===== src/rtl/inspection_result_tally_pkg.sv =====
// Shared definitions for the inspection result path: verdict codes, indicator
// state encodings and the hex segment glyph table.
package inspection_result_tally_pkg;

  localparam logic [1:0] RES_IDLE = 2'b00;
  localparam logic [1:0] RES_ADV  = 2'b01;
  localparam logic [1:0] RES_REJ  = 2'b10;
  localparam logic [1:0] RES_APP  = 2'b11;

  typedef enum logic [1:0] {
    IND_IDLE     = 2'd0,
    IND_SHOW_APP = 2'd1,
    IND_SHOW_REJ = 2'd2
  } ind_state_e;

  // Entry-edge verdict events; app and rej can never both be set.
  typedef struct packed {
    logic app;
    logic rej;
  } verdict_ev_t;

  // Segment order {g,f,e,d,c,b,a}, active-high; entry n is the glyph for hex n.
  localparam logic [15:0][6:0] SEG_GLYPHS = {
    7'h71, 7'h79, 7'h5E, 7'h39, 7'h7C, 7'h77, 7'h6F, 7'h7F,
    7'h07, 7'h7D, 7'h6D, 7'h66, 7'h4F, 7'h5B, 7'h06, 7'h3F
  };

endpackage


===== src/rtl/inspection_result_tally_hex_to_7seg.sv =====
// Combinational nibble-to-segment decoder; the caller registers the result.
module hex_to_7seg
  import inspection_result_tally_pkg::*;
(
  input  logic [3:0] nib_i,
  output logic [6:0] seg_o
);

  assign seg_o = SEG_GLYPHS[nib_i];

endmodule


===== src/rtl/inspection_result_tally.sv =====
// Tallies approve/reject verdicts from the result stage, stretches each verdict
// into a visible LED pulse and shows the selected count on a 7-segment digit.
module inspection_result_tally
  import inspection_result_tally_pkg::*;
#(
  parameter int CNT_W          = 8,
  parameter int STRETCH_CYCLES = 1000
) (
  input  logic             clk,
  input  logic             rst_n,
  input  logic [1:0]       result_code,
  input  logic             clear,
  input  logic             show_sel,
  output logic [CNT_W-1:0] approve_cnt,
  output logic [CNT_W-1:0] reject_cnt,
  output logic             sat,
  output logic             led_approve,
  output logic             led_reject,
  output logic             led_busy,
  output logic [6:0]       seg
);

  localparam int               TMR_W    = $clog2(STRETCH_CYCLES);
  localparam logic [TMR_W-1:0] TMR_LOAD = TMR_W'(STRETCH_CYCLES - 1);
  localparam logic [CNT_W-1:0] CNT_MAX  = {CNT_W{1'b1}};

  logic [1:0]       prev_code_q;
  verdict_ev_t      ev;
  logic [CNT_W-1:0] app_cnt_q, app_cnt_d;
  logic [CNT_W-1:0] rej_cnt_q, rej_cnt_d;
  logic             sat_q, sat_d;
  ind_state_e       state_q, state_d;
  logic [TMR_W-1:0] tmr_q, tmr_d;
  logic             busy_q;
  logic [6:0]       seg_q, seg_dec;
  logic [CNT_W-1:0] sel_cnt;

  // A held code counts once: only the cycle it is entered raises an event.
  assign ev.app = (result_code == RES_APP) && (prev_code_q != RES_APP);
  assign ev.rej = (result_code == RES_REJ) && (prev_code_q != RES_REJ);

  always_ff @(posedge clk or negedge rst_n) begin
    if (!rst_n) begin
      prev_code_q <= RES_IDLE;
      busy_q      <= 1'b0;
    end else begin
      prev_code_q <= result_code;
      busy_q      <= (result_code == RES_ADV);
    end
  end

  // Counters saturate; clear wins over a same-cycle event.
  always_comb begin
    app_cnt_d = app_cnt_q;
    rej_cnt_d = rej_cnt_q;
    sat_d     = sat_q;
    if (clear) begin
      app_cnt_d = '0;
      rej_cnt_d = '0;
      sat_d     = 1'b0;
    end else begin
      if (ev.app && (app_cnt_q != CNT_MAX)) app_cnt_d = app_cnt_q + CNT_W'(1);
      if (ev.rej && (rej_cnt_q != CNT_MAX)) rej_cnt_d = rej_cnt_q + CNT_W'(1);
      sat_d = sat_q | (app_cnt_d == CNT_MAX) | (rej_cnt_d == CNT_MAX);
    end
  end

  always_ff @(posedge clk or negedge rst_n) begin
    if (!rst_n) begin
      app_cnt_q <= '0;
      rej_cnt_q <= '0;
      sat_q     <= 1'b0;
    end else begin
      app_cnt_q <= app_cnt_d;
      rej_cnt_q <= rej_cnt_d;
      sat_q     <= sat_d;
    end
  end

  // Indicator FSM: state register.
  always_ff @(posedge clk or negedge rst_n) begin
    if (!rst_n) begin
      state_q <= IND_IDLE;
      tmr_q   <= '0;
    end else begin
      state_q <= state_d;
      tmr_q   <= tmr_d;
    end
  end

  // Indicator FSM: next state. Any new verdict retriggers, even at timer==0.
  always_comb begin
    state_d = state_q;
    tmr_d   = tmr_q;
    if (ev.app) begin
      state_d = IND_SHOW_APP;
      tmr_d   = TMR_LOAD;
    end else if (ev.rej) begin
      state_d = IND_SHOW_REJ;
      tmr_d   = TMR_LOAD;
    end else begin
      case (state_q)
        IND_SHOW_APP, IND_SHOW_REJ: begin
          if (tmr_q == '0) state_d = IND_IDLE;
          else             tmr_d   = tmr_q - TMR_W'(1);
        end
        default: state_d = IND_IDLE;
      endcase
    end
  end

  // Indicator FSM: outputs from registered state only.
  always_comb begin
    led_approve = (state_q == IND_SHOW_APP);
    led_reject  = (state_q == IND_SHOW_REJ);
  end

  assign sel_cnt = show_sel ? rej_cnt_q : app_cnt_q;

  hex_to_7seg u_hex (
    .nib_i (sel_cnt[3:0]),
    .seg_o (seg_dec)
  );

  always_ff @(posedge clk or negedge rst_n) begin
    if (!rst_n) seg_q <= '0;
    else        seg_q <= seg_dec;
  end

  assign approve_cnt = app_cnt_q;
  assign reject_cnt  = rej_cnt_q;
  assign sat         = sat_q;
  assign led_busy    = busy_q;
  assign seg         = seg_q;

endmodule


===== config.mk =====
export PLATFORM = sky130hd
export DESIGN_NAME = inspection_result_tally
export DESIGN_NICKNAME = d
export VERILOG_FILES = /design/src/rtl/inspection_result_tally_pkg.sv /design/src/rtl/inspection_result_tally_hex_to_7seg.sv /design/src/rtl/inspection_result_tally.sv
export SDC_FILE = /design/constraint.sdc
export NUM_CORES = 1
export LEC_CHECK = 0
export CAP_MARGIN = 20
export CORE_UTILIZATION = 65
export CTS_CLUSTER_DIAMETER = 30
export DETAILED_ROUTE_END_ITERATION = 12
export DONT_BUFFER_PORTS = 1
export PLACE_DENSITY = 0.81
export SLEW_MARGIN = 20
export SYNTH_ARGS = -nofsm -noshare
export SYNTH_HDL_FRONTEND = slang
export SYNTH_HIERARCHICAL = 1
export SYNTH_SLANG_ARGS = --single-unit

===== constraint.sdc =====
create_clock -name clk -period 4.5 [get_ports clk]
set_input_delay 0.9 -clock clk [delete_from_list [all_inputs] [get_ports clk]]
set_output_delay 0.9 -clock clk [all_outputs]
set_load 0.05 [all_outputs]

==> results.ini <==
[grt]
grt_pass1_vias = 1580
grt_max_degree = 40
grt_overflow = 0
antenna_found_initial = 0
track_usage_pct = 26.0
grt_pass1_wl_um = 7110

[finish]
layout_commonest_cell = dfrtp_1
layout.nets = 257
drive_above_1_share_pct = 8.82
syn_to_final_growth_pct = 3.42
final_cell_mix = dfrtp_1 (39), nand2_1 (24), nor2_1 (18)
final_util_pct = 70.9
final_cells = 284
diodes = 0

[worst_setup_path]
reg2reg_to = sat
r2r_start = reject_cnt[0]
cp-startpoint = reject_cnt[0]
cp-endpoint = sat
r2r_cells = 7
path_max_fanout = 8
end_kind = flip-flop
regToRegSetupSlack_ns = 1.59
critPathRequiredTime_ns = 4.75
crit_path_start_kind = flip-flop
cp.arrival_ns = 3.16
criticalPathCategory = flip-flop to flip-flop

[clock_tree]
cts_resized = 0
clock_latency_ns = 0.34
cts-root-buf = clkbuf_4
cts-buffers-inserted = 5
post_cts_buffers = 0
ctsLongestPathBuffers = 2
cts_sinks = 39
h-tree-depth = 2
holdBufCountCts = 0
cts_tree = done
clk_pin_slew_ns = 0.11

[synth]
synthAdderAreaFrac_pct = 7.05
syn-num-nets = 255
ys_types = 54
synth_edf_count = 0
ys_dominant_reg_cell = dfrtp_1
synth_compound_gate_area_share_pct = 12.2
synthSimpleGateAreaFrac_pct = 22.9
synth-async-reset-ratio_pct = 100
syn-cell-area_mm2 = 0.00231
seq_area_frac_synth_pct = 42.3
yosys.area.top_type = dfrtp_1
synth.mux.area_fraction_pct = 6.35
synth-xor-area-share_pct = 4.56
netlist_top_cells_area = dfrtp_1 (42%), ha_1 (7.1%), nand2_1 (3.9%)
synth_top_family_by_area = simple AND/OR/NAND/NOR gates
yosysWarnings = 6
yosysTopAreaCellShare_pct = 42.3
synth_cells = 236
ys_ff_latch = 39
syn_avg_cell_area_um2 = 9.77

[floorplanning]
initial_core_util_pct = 68.6
die_w_um = 61.6
die_h_um = 61.6
num_io_pins = 33
design.core.area_mm2 = 0.00336
rows = 21
die_area_mm2 = 0.00379

[sta]
post-route-min-period_ns = 2.91
tightest_slew_ns = 0.717
grt_setup_unrepaired = no
hold_violations = 0
timing.setup.tns_ns = 0
setup_viol = 0
fin_crit_sh_pct = 64.7
fmax_mhz = 344
timing.hold.ws_ns = 0.234
slew-limit-headroom_pct = 52.2
clock-skew-final_ns = 0.00754
drv_slew = 0

[drt]
vias_per_cell = 6.13
num_vias = 1740
drt-pass1-iter-count = 4
wire_per_inst_um = 16.1
drt-initial-drc-count = 156
ant_nets = 0
drc = 0
drt_wl_total_um = 4560

[placed_design]
post-place-cells = 277
io_buffers = 0
dpl.hpwl_um = 3360
gp_congestion = 0.889

[run_status]
status = finished clean

[hold_path]
hold_class = primary input to asynchronous set/reset pin

[job]
maxCapViolations = 0

[power_and_ir_drop]
peakVddDrop_v = 0.000142
p_leak_uw = 0.000923
power_density_mw_per_mm2 = 279
power_uw = 665

## state kept, by name (all words and copies together) (netlist names)
signal,flops
tmr_q,10
approve_cnt,8
reject_cnt,8
seg,7
prev_code_q,2
state_q,2
led_busy,1
sat,1
## power breakdown
| part | switching [uW] | total (uW) | internal, uW |
|---|---|---|---|
| registers | 37.4 | 404 | 366 |
| clock network | 110 | 183 | 72.5 |
| logic | 46.9 | 78.9 | 32.0 |
| total | 194 | 665 | 471 |
## synthesized netlist by cell type (all sizes together) (2+ instances only)
cell,count
dfrtp,39
nand2,24
nor2,18
inv,15
ha,13
o21ai,10
xnor2,9
a21oi,8
nand3,8
nor3,7
mux2i,6
mux2,5
nand2b,5
and2,4
buf,4
nor4,4
or3,4
and3,3
clkbuf,3
nand4,3
nor2b,3
or4,3
xor2,3
a211o,2
a21o,2
a221oi,2
and4,2
nand3b,2
o211ai,2
o31ai,2
o32a,2
or3b,2
## metal layers
layer / wire, um / global-route usage (%) / up-vias
met5: 0 / 0 / -
met4: 116 / 11.1 / 0
met3: 270 / 6.72 / 11
met2: 2140 / 41.3 / 52
met1: 2040 / 33.6 / 828
li1: - / - / 849
## worst max-delay path, stage by stage (launching register included)
cell and delay (ns):
dfrtp_1 0.65, ha_1 0.40, and3_4 0.21, a211o_1 0.40
or3b_1 0.40, a2111o_1 0.41, o32a_1 0.28, o31ai_1 0.06
## final cells by class
type                       instances  area (um^2)
tap                               46         57.6
timing repair buffer               2         15.0
inverter                          15         56.3
sequential                        39          976
fill                             288          978
clock inverter                     1         5.00
clock buffer                       6         51.3
multi-input combinational        175         1220
## worst min path at each step
stage | endpoint | cells past startpoint | from
2_1_floorplan | state_q[1] | 1 | state_q[1]
3_3_place_gp | tmr_q[6] | 2 | tmr_q[6]
3_5_place_dp | tmr_q[9] | 2 | tmr_q[9]
4_1_cts | reject_cnt[6] | 0 | rst_n
5_1_grt | reject_cnt[6] | 0 | rst_n
6_report | reject_cnt[6] | 0 | rst_n
## metrics by stage
step	cell area [um^2]	worst slack (ns)
2_1_floorplan	2310	1.77
3_3_place_gp	2330	1.70
3_5_place_dp	2330	1.63
4_1_cts	2380	1.60
5_1_grt	2380	1.47
6_report	2380	1.59
## kinds of logic (layout without fill, tap and decap cells)
kind of cell / Yosys count / in the layout
muxes: 12 / 12
adders and majority gates: 13 / 13
buffers and inverters: 22 / 24
and+or+nand+nor: 98 / 98
xor gates and xnor gates: 12 / 12
DFF: 39 / 39
AOI/OAI and AO/OA: 40 / 40
No activity file was read; power rests on OpenSTA's default activity.
